[config.mk]
export PLATFORM = sky130hd
export DESIGN_NAME = activation_arbiter
export DESIGN_NICKNAME = d
export VERILOG_FILES = /design/src/rtl/activation_arbiter.sv
export SDC_FILE = /design/constraint.sdc
export NUM_CORES = 1
export LEC_CHECK = 0
export CORE_ASPECT_RATIO = 2
export CORE_MARGIN = 5
export CORE_UTILIZATION = 50
export DETAILED_ROUTE_END_ITERATION = 10
export GPL_ROUTABILITY_DRIVEN = 0
export GPL_TIMING_DRIVEN = 0
export PLACE_DENSITY = 0.84
export SYNTH_ARGS = -nofsm -noshare
export SYNTH_HDL_FRONTEND = slang
export SYNTH_SLANG_ARGS = --single-unit
export TNS_END_PERCENT = 50
[constraint.sdc]
create_clock -name clock -period 2.6 [get_ports clock]
set_clock_uncertainty 0.05 [all_clocks]
set_input_delay 0.52 -clock clock [delete_from_list [all_inputs] [get_ports clock]]
set_output_delay 0.52 -clock clock [all_outputs]
set_load 0.05 [all_outputs]
[src/rtl/activation_arbiter.sv]
// Round-robin arbiter sharing one activation unit among N_REQ lanes.
// Issued operands are tagged, captured ACT_LAT cycles later and returned through a FWFT FIFO.
module activation_arbiter #(
  parameter int N_REQ      = 4,
  parameter int W_IN       = 8,
  parameter int W_OUT      = 9,
  parameter int ACT_LAT    = 1,
  parameter int FIFO_DEPTH = 4,
  localparam int ID_W      = $clog2(N_REQ)
) (
  input  logic                    clock,
  input  logic                    reset,
  input  logic [N_REQ-1:0]        req_valid,
  input  logic [N_REQ*W_IN-1:0]   req_data,
  output logic [N_REQ-1:0]        req_ready,
  output logic [W_IN-1:0]         act_in,
  input  logic [W_OUT-1:0]        act_out,
  output logic                    res_valid,
  input  logic                    res_ready,
  output logic [W_OUT-1:0]        res_data,
  output logic [ID_W-1:0]         res_id,
  output logic                    busy
);

  localparam int AW = $clog2(FIFO_DEPTH);
  localparam int CW = AW + 1;

  logic [ID_W-1:0] ptr;
  logic [ID_W-1:0] winner;
  logic [ID_W-1:0] idx;
  logic            found;
  logic            issue_ok;
  logic            issue;
  logic            capture;
  logic            pop;
  logic [CW-1:0]   inflight;
  logic [CW-1:0]   count;
  logic [CW:0]     occupancy;

  logic [ACT_LAT-1:0] tag_v;
  logic [ID_W-1:0]    tag_id [ACT_LAT];

  logic [W_OUT-1:0] mem_data [FIFO_DEPTH];
  logic [ID_W-1:0]  mem_id   [FIFO_DEPTH];
  logic [AW-1:0]    wr_ptr;
  logic [AW-1:0]    rd_ptr;

  // First requesting lane at or after ptr, cyclically; ptr width gives the wrap for free.
  always_comb begin
    winner = '0;
    found  = 1'b0;
    idx    = '0;
    for (int k = 0; k < N_REQ; k++) begin
      idx = ptr + ID_W'(k);
      if (!found && req_valid[idx]) begin
        found  = 1'b1;
        winner = idx;
      end
    end
  end

  assign occupancy = {1'b0, inflight} + {1'b0, count};
  assign issue_ok  = occupancy < (CW+1)'(FIFO_DEPTH);
  assign issue     = found && issue_ok && !reset;
  assign req_ready = issue ? (N_REQ'(1) << winner) : '0;
  assign capture   = tag_v[ACT_LAT-1];
  assign res_valid = (count != '0);
  assign pop       = res_valid && res_ready;
  assign res_data  = res_valid ? mem_data[rd_ptr] : '0;
  assign res_id    = res_valid ? mem_id[rd_ptr] : '0;
  assign busy      = (inflight != '0) || (count != '0);

  always_ff @(posedge clock or posedge reset) begin
    if (reset) begin
      ptr      <= '0;
      act_in   <= '0;
      inflight <= '0;
      tag_v    <= '0;
      for (int s = 0; s < ACT_LAT; s++) tag_id[s] <= '0;
    end else begin
      if (issue) begin
        act_in <= req_data[winner*W_IN +: W_IN];
        ptr    <= winner + ID_W'(1);
      end
      tag_v[0]  <= issue;
      tag_id[0] <= winner;
      for (int s = 1; s < ACT_LAT; s++) begin
        tag_v[s]  <= tag_v[s-1];
        tag_id[s] <= tag_id[s-1];
      end
      inflight <= inflight + CW'(issue) - CW'(capture);
    end
  end

  // issue_ok bounds inflight+count, so a capture always finds a free slot.
  always_ff @(posedge clock or posedge reset) begin
    if (reset) begin
      wr_ptr <= '0;
      rd_ptr <= '0;
      count  <= '0;
    end else begin
      if (capture) wr_ptr <= wr_ptr + AW'(1);
      if (pop)     rd_ptr <= rd_ptr + AW'(1);
      count <= count + CW'(capture) - CW'(pop);
    end
  end

  always_ff @(posedge clock) begin
    if (capture) begin
      mem_data[wr_ptr] <= act_out;
      mem_id[wr_ptr]   <= tag_id[ACT_LAT-1];
    end
  end

endmodule

==> flow_metrics.tcl, run 1 <==
set metrics [dict create \
    ff_latch_area_sq_um 1900 \
    hold_class "reg2reg" \
    num-fill-cells 411 \
    dieArea_sq_um 8050 \
    finalNetCount 357 \
    syn_avg_cell_area_sq_um 15.4 \
    cts_max_path_buffers 2 \
    ant_nets 0 \
    wl_um 6480 \
    crit_path_end_kind "output pin" \
    dp_hpwl_um 4880 \
    port_buffers 72 \
    critical_path_class "reg2out" \
    cp.required_ps 2030 \
    maxCapViolCount 0 \
    rows 40 \
    die_h_um 122 \
    syn_area_sq_um 3130 \
    final_core_util 0.714 \
    antenna_found_initial 0 \
    report.final.slew_viol_count 0 \
    cts_tree "yes" \
    hold_viol 0 \
    syn_nets 268 \
    final_cells 382 \
    antenna_cells 0 \
    postSynthCellCount 204 \
    ys_seq_area_frac 0.605 \
    grt_overflow 0 \
    finalCriticalPeriod_ps 2540 \
    synthDistinctLibCells 36 \
    p_switching_uw 2150 \
    cts_buffers 9 \
    grt_use_total 0.183 \
    crit_chain "buf_6, mux4_2, and2_1, clkdlybuf4s15_2" \
    yosysWarnings 0 \
    grt_pass1_wl_um 10700 \
    start_util 0.517 \
    power.total_uw 5530 \
    firstDrtPassIters 4 \
    crit_arrival_ps 1970 \
    slowest_delay_ps 510 \
    via_per_inst 5.10 \
    final_cell_mix "51 x clkdlybuf4s50_1, 44 x edfxtp_1, 20 x and2_1, 20 x dfrtp_1, 15 x mux2i_1" \
    grt_max_degree 24 \
    drcViolationCount 0 \
    tightestPinTransition_ps 918 \
    core_area_sq_um 6060 \
    h-tree-depth 3 \
    place_inst 360 \
    areaGrowthSynthToFinish_pct 37.9 \
    setup_viol_count_final 0 \
    cp_top_family "buffers and inverters" \
    clock_latency_ps 330 \
    seqPwrFrac 0.297 \
    dr_total_vias 1948 \
    cts_root_buf "clkbuf_16" \
    io_pins 73 \
    power_density_nw_per_um2 1280 \
    drive_gt1_frac 0.238 \
    worstSetupStartpointType "flop" \
    postLayoutCellArea_sq_um 4320 \
    p_int_uw 3380 \
    leakage_uw 0.00175 \
    slew_headroom 0.387 \
    placed_cell_area_sq_um 3960 \
    layout_commonest_cell "clkdlybuf4s50_1" \
    combPwrFrac 0.455 \
    cts.sinks 67 \
    synth_seq_cells 67 \
    fin_crit_sh 0.978 \
    multi_input_area_sq_um 1150 \
    dieWidth_um 66.0 \
    status "complete, no violations" \
    routedWlPerCell_um 17.0 \
    cp_max_fo 10 \
    rsz0062_at_grt "true" \
    crit_buf_inv 2 \
    grt_pass1_vias 2222 \
    swShare 0.389 \
    max_freq_mhz 393 \
    drtIter0Drc 70 \
    hold_buffers 0 \
    clkTransAtPathRegs_ps 50 \
    vdd_drop_max_mv 0.649 \
    p_clk_frac 0.248 \
    cp_slowest_cell "mux4_2" \
]
-- layout make-up --
cell class / count / share of cell area
Buffer: 5 / 0.00869
Clock buffer: 10 / 0.0530
Tap cell: 84 / 0.0243
Sequential cell: 67 / 0.440
Inverter: 15 / 0.0136
Clock inverter: 6 / 0.0261
Multi-Input combinational cell: 116 / 0.265
Timing Repair Buffer: 79 / 0.169
-- cell families (layout without fill, tap and decap cells) --
kind of cell               after synthesis  after routing  synth area share
DFF                                     67             67             0.605
and+or+nand+nor                         48             48            0.0867
muxes                                   26             26             0.127
buffers and inverters                   21            115            0.0335
AOI/OAI and AO/OA                       19             19            0.0591
adders and majority gates               16             16            0.0687
xor gates and xnor gates                 7              7            0.0196
-- synthesized netlist by cell type --
cell type	number	area, sq um
edfxtp_1	44	1320
dfrtp_1	23	576
and2_1	20	125
mux2i_1	15	150
ha_1	14	175
nand2_1	14	52.6
inv_1	13	48.8
mux4_2	11	248
o221ai_2	7	105
a21oi_1	4	20.0
xnor2_1	4	35.0
xor2_1	3	26.3
buf_2	2	10.0
fa_1	2	40.0
inv_2	2	7.51
nand2b_1	2	12.5
nand3_1	2	10.0
nor2_1	2	7.51
o21a_1	2	15.0
or4_1	2	15.0
a21o_1	1	7.51
a31oi_1	1	6.26
buf_1	1	3.75
buf_12	1	20.0
buf_6	1	11.3
clkbuf_1	1	3.75
nand2_2	1	6.26
nand2_4	1	11.3
nor3_2	1	10.0
nor4_1	1	6.26
nor4b_1	1	8.76
o21ai_0	1	5.00
o21ai_1	1	5.00
o22ai_2	1	12.5
o41ai_1	1	8.76
or3_1	1	6.26
-- stage by stage --
step / hold WS (ps) / TNS [ps] / setup slack (ps)
2_1_floorplan: 405 / 0 / 301
3_3_place_gp: 413 / -5140 / -860
3_5_place_dp: 424 / -5190 / -871
4_1_cts: 443 / -297 / -68.9
5_1_grt: 465 / -59.8 / -22.2
6_report: 440 / 0 / 56.2
-- worst register-to-register path: stages, from the launching register on --
cell     delay (ps)
dfrtp_1         410
or3_1           470
and2_1          240
ha_1            280
inv_1            40
ha_1            180
fa_1            380
xor2_1          160
xnor2_1         130
-- metal layers --
metal  vias up  track usage  wire (um)
li1        932            -          -
met1       931        0.157       2030
met2        73        0.363       3860
met3        12       0.0526        420
met4         0       0.0852        166
met5         -            0          0
-- power by group through the flow --
| stage | clock (uW) | combinational [uW] | sequential, uW |
|---|---|---|---|
| after floorplan | 0 | 1620 | 1800 |
| after global placement | 0 | 2490 | 1640 |
| after detailed placement | 0 | 2540 | 1650 |
| after CTS | 1390 | 2550 | 1640 |
| after global routing | 1440 | 2710 | 1680 |
| final | 1370 | 2510 | 1640 |
-- path summary, 6_finish.rpt --
check / end / slack (ps) / depth (start not counted) / from
worst max-delay path: res_data[7] / 60 / 4 / rd_ptr[0]
worst min-delay path: mem_id[2][1] / 440 / 0 / tag_id[1]
worst max register to register: count[2] / 130 / 8 / count[2]
worst min register to register: mem_id[2][1] / 440 / 0 / tag_id[1]
max in group asynchronous: rd_ptr[0] / 1160 / 2 / reset
min in group asynchronous: count[2] / 720 / 2 / reset
-- flip-flops by register name, summed over array words and instances, names as in the netlist --
signal and cells:
act_in 8, capture 1, count 3, inflight 3, mem_data 36, mem_id 8
ptr 2, rd_ptr 2, tag_id 2, wr_ptr 2
-- timing repair --
item | 4_1_cts | 5_1_grt
buffers inserted | 4 | 3
pin swaps | 1 | 1
endpoints found under the setup margin | 17 | 14
gates resized for setup | 57 | 20
Note: power is estimated with default switching activity, not from simulation.
==> run 2, diff against run 1 <==
--- a/config.mk
+++ b/config.mk
@@ -7,5 +7,5 @@
 export LEC_CHECK = 0
 export CORE_ASPECT_RATIO = 2
-export CORE_MARGIN = 5
+export CORE_MARGIN = 1
 export CORE_UTILIZATION = 50
 export DETAILED_ROUTE_END_ITERATION = 10
@@ -13,4 +13,5 @@
 export GPL_TIMING_DRIVEN = 0
 export PLACE_DENSITY = 0.84
+export SLEW_MARGIN = 20
 export SYNTH_ARGS = -nofsm -noshare
 export SYNTH_HDL_FRONTEND = slang
--- a/constraint.sdc
+++ b/constraint.sdc
@@ -3,3 +3,3 @@
 set_input_delay 0.52 -clock clock [delete_from_list [all_inputs] [get_ports clock]]
 set_output_delay 0.52 -clock clock [all_outputs]
-set_load 0.05 [all_outputs]
+set_load 0.1 [all_outputs]
==> run 2 against run 1 <==
Worst setup slack worse by 74 ps. Count of clock-buffer cells in the layout rose by 1. Core utilization fell by 0.88 points. The flow now finishes with violations (DRC, setup timing). Design area decreased by 2.1%. Routed wire length fell by 3.6%. Non-clock buffer count shrank 3. Critical path type unchanged. Via count up 2.4%. Maximum frequency fell by 2.8%. Sequential share of layout area up 0.89 points. Flip-flop and latch count did not move. Highest routed layer unchanged. Cell count decreased by 6.3%. Global-route usage grew 3.3 points.
==> flow_metrics.tcl, run 2 (synthesis gave the netlist of run 1 again) <==
set metrics [dict create \
    grt_use_total 0.216 \
    crit_chain "or3_1, clkbuf_2, and2_1, clkdlybuf4s15_2" \
    worstSetupStartpointType "flop" \
    routedWlPerCell_um 17.4 \
    dieArea_sq_um 6610 \
    pre_cts_ws_ps -1190 \
    hold_viol 0 \
    dieWidth_um 58.0 \
    max_freq_mhz 382 \
    rows 40 \
    report.final.slew_viol_count 0 \
    postLayoutCellArea_sq_um 4230 \
    core_area_sq_um 6010 \
    antenna_cells 0 \
    top_regs "mem_data (36), act_in (8), mem_id (8)" \
    violations "DRC, setup timing" \
    slew_headroom 0.330 \
    largest_reg_flops 36 \
    cp_max_fo 10 \
    cts_tree "yes" \
    die_h_um 114 \
    layout_commonest_cell "clkdlybuf4s50_1" \
    finalNetCount 354 \
    crit_arrival_ps 2050 \
    clock_latency_ps 330 \
    maxCapViolCount 0 \
    fin_ws_ps -17.9 \
    cp_top_family "buffers and inverters" \
    start_util 0.522 \
    placed_cell_area_sq_um 3930 \
    hold_class "reg2reg" \
    regMostFlops "mem_data" \
    tns_ps -17.9 \
    grt_max_degree 24 \
    fin_crit_sh 1.01 \
    drtIter0Drc 56 \
    cp_slowest_cell "or3_1" \
    critical_path_class "reg2out" \
    io_pins 73 \
    antenna_found_initial 0 \
    h-tree-depth 3 \
    final_cell_mix "51 x clkdlybuf4s50_1, 44 x edfxtp_1, 21 x dfrtp_1" \
    wl_um 6240 \
    cp.required_ps 2030 \
    drcViolationCount 2 \
    rsz0062_at_grt "true" \
    slowest_delay_ps 480 \
    via_per_inst 5.57 \
    ant_nets 0 \
    dr_total_vias 1995 \
    dp_hpwl_um 4450 \
    crit_buf_inv 2 \
    cts.sinks 67 \
    num-fill-cells 421 \
    tightestPinTransition_ps 1000 \
    clkTransAtPathRegs_ps 50 \
    drive_gt1_frac 0.251 \
    grt_pass1_vias 2145 \
    setup_viol_count_final 1 \
    firstDrtPassIters 7 \
    hold_ws_ps 446 \
    grt_overflow 0 \
    cts_buffers 9 \
    cts_root_buf "clkbuf_16" \
    status "finished, violations left" \
    crit_path_end_kind "output pin" \
    port_buffers 72 \
    cts_max_path_buffers 2 \
    grt_pass1_wl_um 10100 \
    areaGrowthSynthToFinish_pct 35.1 \
    finalCriticalPeriod_ps 2620 \
]
==> run 2: per-layer routing <==
| metal | global-route usage | vias up | part of all wire |
|---|---|---|---|
| met5 | 0 | - | 0 |
| met4 | 0.144 | 0 | 0.032 |
| met3 | 0.0556 | 19 | 0.052 |
| met2 | 0.391 | 76 | 0.58 |
| met1 | 0.202 | 980 | 0.33 |
| li1 | - | 920 | - |
==> run 2: per-stage QoR <==
step                       util  std cells
after global placement    0.655        339
after CTS                 0.703        358
after global routing      0.705        358
after floorplan               -        204
after detailed placement  0.655        339
final                     0.705        358
==> run 2: final cells by class <==
| type | instances | area, sq um | area share |
|---|---|---|---|
| Multi-Input combinational cell | 116 | 1160 | 0.274 |
| Clock buffer | 11 | 243 | 0.0573 |
| Timing Repair Buffer | 76 | 723 | 0.171 |
| Tap cell | 63 | 78.8 | 0.0186 |
| Buffer | 5 | 37.5 | 0.00887 |
| Sequential cell | 67 | 1900 | 0.449 |
| Inverter | 15 | 61.3 | 0.0145 |
| Clock inverter | 5 | 28.8 | 0.00680 |
==> run 2: path summary, 6_finish.rpt <==
kind	from	end	slack (ps)	cells past startpoint
hold / removal	tag_id[1]	mem_id[3][1]	450	0
max in group asynchronous	reset	ptr[1]	1190	2
setup reg to reg	count[2]	count[2]	90	8
min in group asynchronous	reset	ptr[0]	700	2
setup / recovery	count[2]	res_data[0]	-20	4
hold reg to reg	tag_id[1]	mem_id[3][1]	450	0
==> run 2: what timing repair did <==
action,CTS,global route
pin swaps,1,1
setup endpoints to repair,17,16
resized for setup,98,17
hold buffers,0,0
buffers inserted,4,0
Power of run 2 is not shown: default switching activity piles up to over one toggle a cycle in this logic, so the estimate is an artifact.
